===== config.mk =====
export PLATFORM = sky130hd
export DESIGN_NAME = sram_bw_pipe
export DESIGN_NICKNAME = d
export VERILOG_FILES = /design/src/rtl/sram_bw_pipe.sv
export SDC_FILE = /design/constraint.sdc
export NUM_CORES = 1
export LEC_CHECK = 0
export CORE_ASPECT_RATIO = 1.2
export CORE_MARGIN = 10
export CORE_UTILIZATION = 50
export DETAILED_ROUTE_END_ITERATION = 12
export PLACE_DENSITY = 0.77
export SLEW_MARGIN = 20
export SYNTH_ARGS = -nofsm -noshare
export SYNTH_HDL_FRONTEND = slang
export SYNTH_SLANG_ARGS = --single-unit

===== constraint.sdc =====
create_clock -name clk -period 2.04 [get_ports clk]
set_clock_uncertainty 0.1 [all_clocks]
set_input_delay 0.408 -clock clk [delete_from_list [all_inputs] [get_ports clk]]
set_output_delay 0.408 -clock clk [all_outputs]
set_load 0.01 [all_outputs]

===== src/rtl/sram_bw_pipe.sv =====
// sram_bw_pipe: parametrised single-port synchronous SRAM with per-byte write
// enables, a 1- or 2-cycle read pipeline with a valid strobe, and a clear
// sequencer that zeroes the array after reset or on clr_req.
//
// Optional feature: define SRAM_PARITY_EN to store one even-parity bit per byte
// lane and flag mismatches on read return via perr. Without it perr is 0.
//
// Ports:
//   clk       in   rising-edge clock
//   rst       in   asynchronous active-high reset
//   req       in   request valid (accepted when ready=1)
//   we        in   1=write, 0=read
//   be        in   byte enables for writes, one bit per 8-bit lane
//   addr      in   word address
//   din       in   write data
//   clr_req   in   pulse to start a full-array clear (ignored while clearing)
//   ready     out  high in RUN state
//   dout      out  read data, held until the next read return
//   dout_vld  out  one-cycle strobe per accepted read, RD_LAT edges after acceptance
//   perr      out  parity error on the returned word, only with dout_vld
//
// state | meaning
// CLEAR | zeroing one word per cycle, ptr 0..DEPTH-1, requests ignored
// RUN   | normal operation, ready=1
module sram_bw_pipe #(
    parameter int DATA_W = 8,
    parameter int ADDR_W = 4,
    parameter int DEPTH  = 16,
    parameter int RD_LAT = 1
) (
    input  logic                clk,
    input  logic                rst,
    input  logic                req,
    input  logic                we,
    input  logic [DATA_W/8-1:0] be,
    input  logic [ADDR_W-1:0]   addr,
    input  logic [DATA_W-1:0]   din,
    input  logic                clr_req,
    output logic                ready,
    output logic [DATA_W-1:0]   dout,
    output logic                dout_vld,
    output logic                perr
);

    localparam int NB = DATA_W / 8;

    typedef enum logic {CLEAR, RUN} state_t;

    state_t              state_q, state_d;
    logic [ADDR_W-1:0]   ptr_q, ptr_d;
    logic                acc;
    logic                in_range;

    logic [DATA_W-1:0]   mem [0:DEPTH-1];

    // stage a: accepted read address; stage b: array data captured
    logic                a_vld, a_oob;
    logic [ADDR_W-1:0]   a_addr;
    logic                b_vld, b_perr;
    logic [DATA_W-1:0]   b_data;
    logic                rd_perr;

    assign ready    = (state_q == RUN);
    assign acc      = req & ready;
    assign in_range = ({1'b0, addr} < (ADDR_W+1)'(DEPTH));

    always_ff @(posedge clk or posedge rst) begin
        if (rst) begin
            state_q <= CLEAR;
            ptr_q   <= '0;
        end else begin
            state_q <= state_d;
            ptr_q   <= ptr_d;
        end
    end

    always_comb begin
        state_d = state_q;
        ptr_d   = ptr_q;
        case (state_q)
            CLEAR: begin
                ptr_d = ptr_q + 1'b1;
                if (ptr_q == ADDR_W'(DEPTH - 1)) begin
                    state_d = RUN;
                    ptr_d   = '0;
                end
            end
            RUN: begin
                if (clr_req) begin
                    state_d = CLEAR;
                    ptr_d   = '0;
                end
            end
            default: state_d = CLEAR;
        endcase
    end

    always_ff @(posedge clk) begin
        if (state_q == CLEAR) begin
            mem[ptr_q] <= '0;
        end else if (acc && we && in_range) begin
            for (int i = 0; i < NB; i++) begin
                if (be[i]) mem[addr][8*i +: 8] <= din[8*i +: 8];
            end
        end
    end

`ifdef SRAM_PARITY_EN
    logic [NB-1:0] par_mem [0:DEPTH-1];

    // All-zero lanes have even parity 0, so clearing both arrays stays consistent.
    always_ff @(posedge clk) begin
        if (state_q == CLEAR) begin
            par_mem[ptr_q] <= '0;
        end else if (acc && we && in_range) begin
            for (int i = 0; i < NB; i++) begin
                if (be[i]) par_mem[addr][i] <= ^din[8*i +: 8];
            end
        end
    end

    always_comb begin
        rd_perr = 1'b0;
        for (int i = 0; i < NB; i++) begin
            rd_perr = rd_perr | (par_mem[a_addr][i] ^ (^mem[a_addr][8*i +: 8]));
        end
    end
`else
    assign rd_perr = 1'b0;
`endif

    // Array is sampled one edge after acceptance so a write issued the cycle
    // after a read still returns the old word, and a clear starting alongside
    // a read cannot reach the word before it is captured.
    always_ff @(posedge clk or posedge rst) begin
        if (rst) begin
            a_vld  <= 1'b0;
            a_oob  <= 1'b0;
            a_addr <= '0;
            b_vld  <= 1'b0;
            b_perr <= 1'b0;
            b_data <= '0;
        end else begin
            a_vld <= acc & ~we;
            if (acc && !we) begin
                a_addr <= addr;
                a_oob  <= ~in_range;
            end
            b_vld <= a_vld;
            if (a_vld) begin
                b_data <= a_oob ? '0 : mem[a_addr];
                b_perr <= a_oob ? 1'b0 : rd_perr;
            end
        end
    end

    generate
        if (RD_LAT == 2) begin : g_lat2
            logic              c_vld, c_perr;
            logic [DATA_W-1:0] c_data;

            always_ff @(posedge clk or posedge rst) begin
                if (rst) begin
                    c_vld  <= 1'b0;
                    c_perr <= 1'b0;
                    c_data <= '0;
                end else begin
                    c_vld <= b_vld;
                    if (b_vld) begin
                        c_data <= b_data;
                        c_perr <= b_perr;
                    end
                end
            end

            assign dout     = c_data;
            assign dout_vld = c_vld;
            assign perr     = c_perr & c_vld;
        end else begin : g_lat1
            assign dout     = b_data;
            assign dout_vld = b_vld;
            assign perr     = b_perr & b_vld;
        end
    endgenerate

endmodule


==> results.sh <==
export IMPL_outcome="finished clean"
export IMPL_hpwl_mm=7.759
export IMPL_fin_area_mm2=0.007137
export IMPL_ff2ff_path_depth=7
export IMPL_yosys_top_cells_area="edfxtp_1 66%, mux4_2 8.8%, dfrtp_1 8.1%, mux4_1 4.0%, mux2i_1 1.9%"
export IMPL_max_freq_mhz=493.9
export IMPL_netlist_area_mm2=0.005857
export IMPL_p_int_w=0.007156
export IMPL_ys_seq_area_frac=0.7374
export IMPL_viasPerCell=5.855
export IMPL_h_tree_depth=4
export IMPL_die_area_mm2=0.01646
export IMPL_min_path_type="input pin to asynchronous set/reset pin"
export IMPL_coreArea_mm2=0.01151
export IMPL_reg2reg_setup_slack_ns=0.11
export IMPL_grt_pass1_wl_mm=18.55
export IMPL_synth_most_common_cell="edfxtp_1"
export IMPL_ys_ff_latch=147
export IMPL_clock_sinks=147
export IMPL_required_ns=2.11
export IMPL_die_h_um=138.6
export IMPL_clock_latency_ns=0.41
export IMPL_synth_ff_type="edfxtp_1"
export IMPL_synthCells=304
export IMPL_slew_headroom=0.4865
export IMPL_fp_dieW_um=118.8
export IMPL_power_leakage_nw=2.646
export IMPL_critPathCaptureType="flop"
export IMPL_diodes=0
export IMPL_cts_root_buf="clkbuf_16"
export IMPL_place_area_mm2=0.006501
export IMPL_cts_tree="yes"
export IMPL_synth_top_area_share=0.6563
export IMPL_overflow=0
export IMPL_critPathLaunchType="input pin"
export IMPL_synth_top_cells_by_count="128 x edfxtp_1, 27 x nor2_1, 23 x mux4_2"
export IMPL_grt_busiest_layer="met2"
export IMPL_drc=0
export IMPL_yosys_warnings=0
export IMPL_hold_viol_final=0
export IMPL_period_share=0.9925
export IMPL_via_count=3144
export IMPL_antenna_found_initial=0
export IMPL_drtPass1Iterations=5
export IMPL_start_util=0.5087
export IMPL_drtIter0Drc=268
export IMPL_switching_share=0.2823
export IMPL_gp_congestion=0.8308
export IMPL_grt_pass1_vias=3236
export IMPL_syn2layout_area_growth_pct=21.85
export IMPL_p_sw_w=0.002815
export IMPL_maxCapViolations=0
export IMPL_wl_per_cell_um=22.80
export IMPL_met1_usage=0.1846
export IMPL_synth_enable_flop_cells=128
export IMPL_post_place_ws_ns=-0.6583
export IMPL_grt_setup_unrepaired="yes"
export IMPL_use_met2=0.2352
export IMPL_clk_path_buf_depth=2
export IMPL_fin_crit_ns=2.025
export IMPL_crit_arrival_ns=2.09
export IMPL_r2r_start="ready"
export IMPL_p_per_area_mw_per_mm2=1397
export IMPL_setup_slack_ns=0.01534
export IMPL_finalPower_w=0.009971
export IMPL_synth_net_count=323
export IMPL_grt_max_degree=21
export IMPL_peakVddDrop_uv=746.1
export IMPL_utilization=0.6199
export IMPL_combPwrFrac=0.289
export IMPL_grt_use_total=0.1507
export IMPL_portBuffers=27
export IMPL_finalSetupViolations=0
export IMPL_syn_mean_instance_area_um2=19.27
export IMPL_grtUsageMet3=0.04807
export IMPL_drive_above_1_share=0.2553
export IMPL_ant_nets=0
export IMPL_cts_made_buffers=17
export IMPL_finalMaxSlewViolations=0
export IMPL_seq_power_share=0.405
export IMPL_crit_type="input pin to flop"
export IMPL_worstMarginPinSlew_ns=0.7703
export IMPL_crit_fanout=8
export IMPL_r2r_end="mem[5][3]"
export IMPL_ys_types=34
export IMPL_fin_nets=386
export IMPL_row_count=43
export IMPL_yosys_area_top_type="edfxtp_1"
export IMPL_drt_wl_total_mm=12.25
export IMPL_ios=29
export IMPL_synth_async_reset_ratio=0.1293
export IMPL_p_clk_frac=0.306
export IMPL_clk_pin_slew_ns=0.06
logic make-up after synthesis:
group,Yosys count,share of synthesized area
other,1,0.0006403
AO/OA/AOI/OAI,32,0.03909
adder cells (fa/ha/maj),1,0.002136
AND/OR/NAND/NOR,53,0.04358
buffers and inverters,24,0.02371
multiplexers,46,0.1534
flip-flops,147,0.7375
cell type report:
| type | instances | area (µm²) |
|---|---|---|
| clock buffer | 27 | 483.0 |
| fill | 804 | 4377 |
| timing repair buffer | 62 | 576.8 |
| tap | 157 | 196.4 |
| sequential | 147 | 4320 |
| inverter | 6 | 22.52 |
| clock inverter | 5 | 100.1 |
| multi-input combinational | 133 | 1438 |
stage by stage:
| step | TNS (ns) | hold WS (ns) | instances |
|---|---|---|---|
| 6_report | 0 | 0.2202 | 537 |
| 5_1_grt | -0.2479 | 0.2418 | 537 |
| 2_1_floorplan | 0 | 0.2520 | 304 |
| 3_5_place_dp | -87.05 | 0.3722 | 504 |
| 4_1_cts | -0.05552 | 0.2047 | 536 |
| 3_3_place_gp | -71.55 | 0.3656 | 504 |
cells in the final DEF, fill, tap and decap left out, drive strengths merged:
cell             n
inv              6
o2bb2ai          1
buf             35
nor3b            1
and2             9
nor2            27
mux2             3
dlymetal6s2s     1
a221oi           8
nand3b           1
a21oi            3
clkbuf          27
edfxtp         128
and4             1
o21ai            5
o31a             1
clkdlybuf4s50   26
conb             1
mux4            32
or2              1
nand3            1
nor2b            5
o22ai            8
bufinv           3
a32oi            4
ha               1
mux2i           11
nand2            5
dfrtp           19
a22o             1
nand2b           2
a21o             1
clkinv           2
how the worst max path moves through the flow:
stage               cells past startpoint  start  slack, ns    endpoint
floorplan                               5     be       0.02  mem[13][0]
global placement                        6    req      -0.53   mem[9][1]
detailed placement                      6    req      -0.66   mem[9][1]
CTS                                     5    req      -0.01   mem[1][0]
global route                            4    req      -0.03  mem[10][6]
finish                                  8    req       0.02   mem[5][3]
per-layer routing:
metal,part of all wire,up-vias
met5,0,-
met4,0.028,0
met3,0.065,26
met2,0.50,149
met1,0.41,1610
li1,-,1359
state kept, by name (all words and copies together), names as in the netlist:
| name | count |
|---|---|
| mem | 128 |
| ptr_q | 4 |
| dout | 8 |
| a_vld | 1 |
| a_addr | 4 |
| ready | 1 |
| dout_vld | 1 |
worst max-delay path, cell delays in order:
cell	delay (ns)
clkdlybuf4s50_1	0.47
and4_4	0.29
buf_6	0.15
mux2i_4	0.26
buf_4	0.17
buf_4	0.11
nor2_1	0.04
buf_4	0.20
power by group through the flow:
stage	clock network, W	logic [W]	registers (W)
final	0.00305	0.00288	0.00404
after global routing	0.00322	0.00306	0.00408
after CTS	0.00309	0.00285	0.00404
after detailed placement	0	0.00279	0.00408
after global placement	0	0.00273	0.00405
after floorplan	0	0.00183	0.00404
timing repair:
item	4_1_cts	5_1_grt
pin swaps	0	1
gates resized for setup	6	9
buffers inserted	0	1
endpoints found under the hold margin	0	0
hold buffers	0	0
setup endpoints to repair	80	65
No activity file was read; power rests on OpenSTA's default activity.
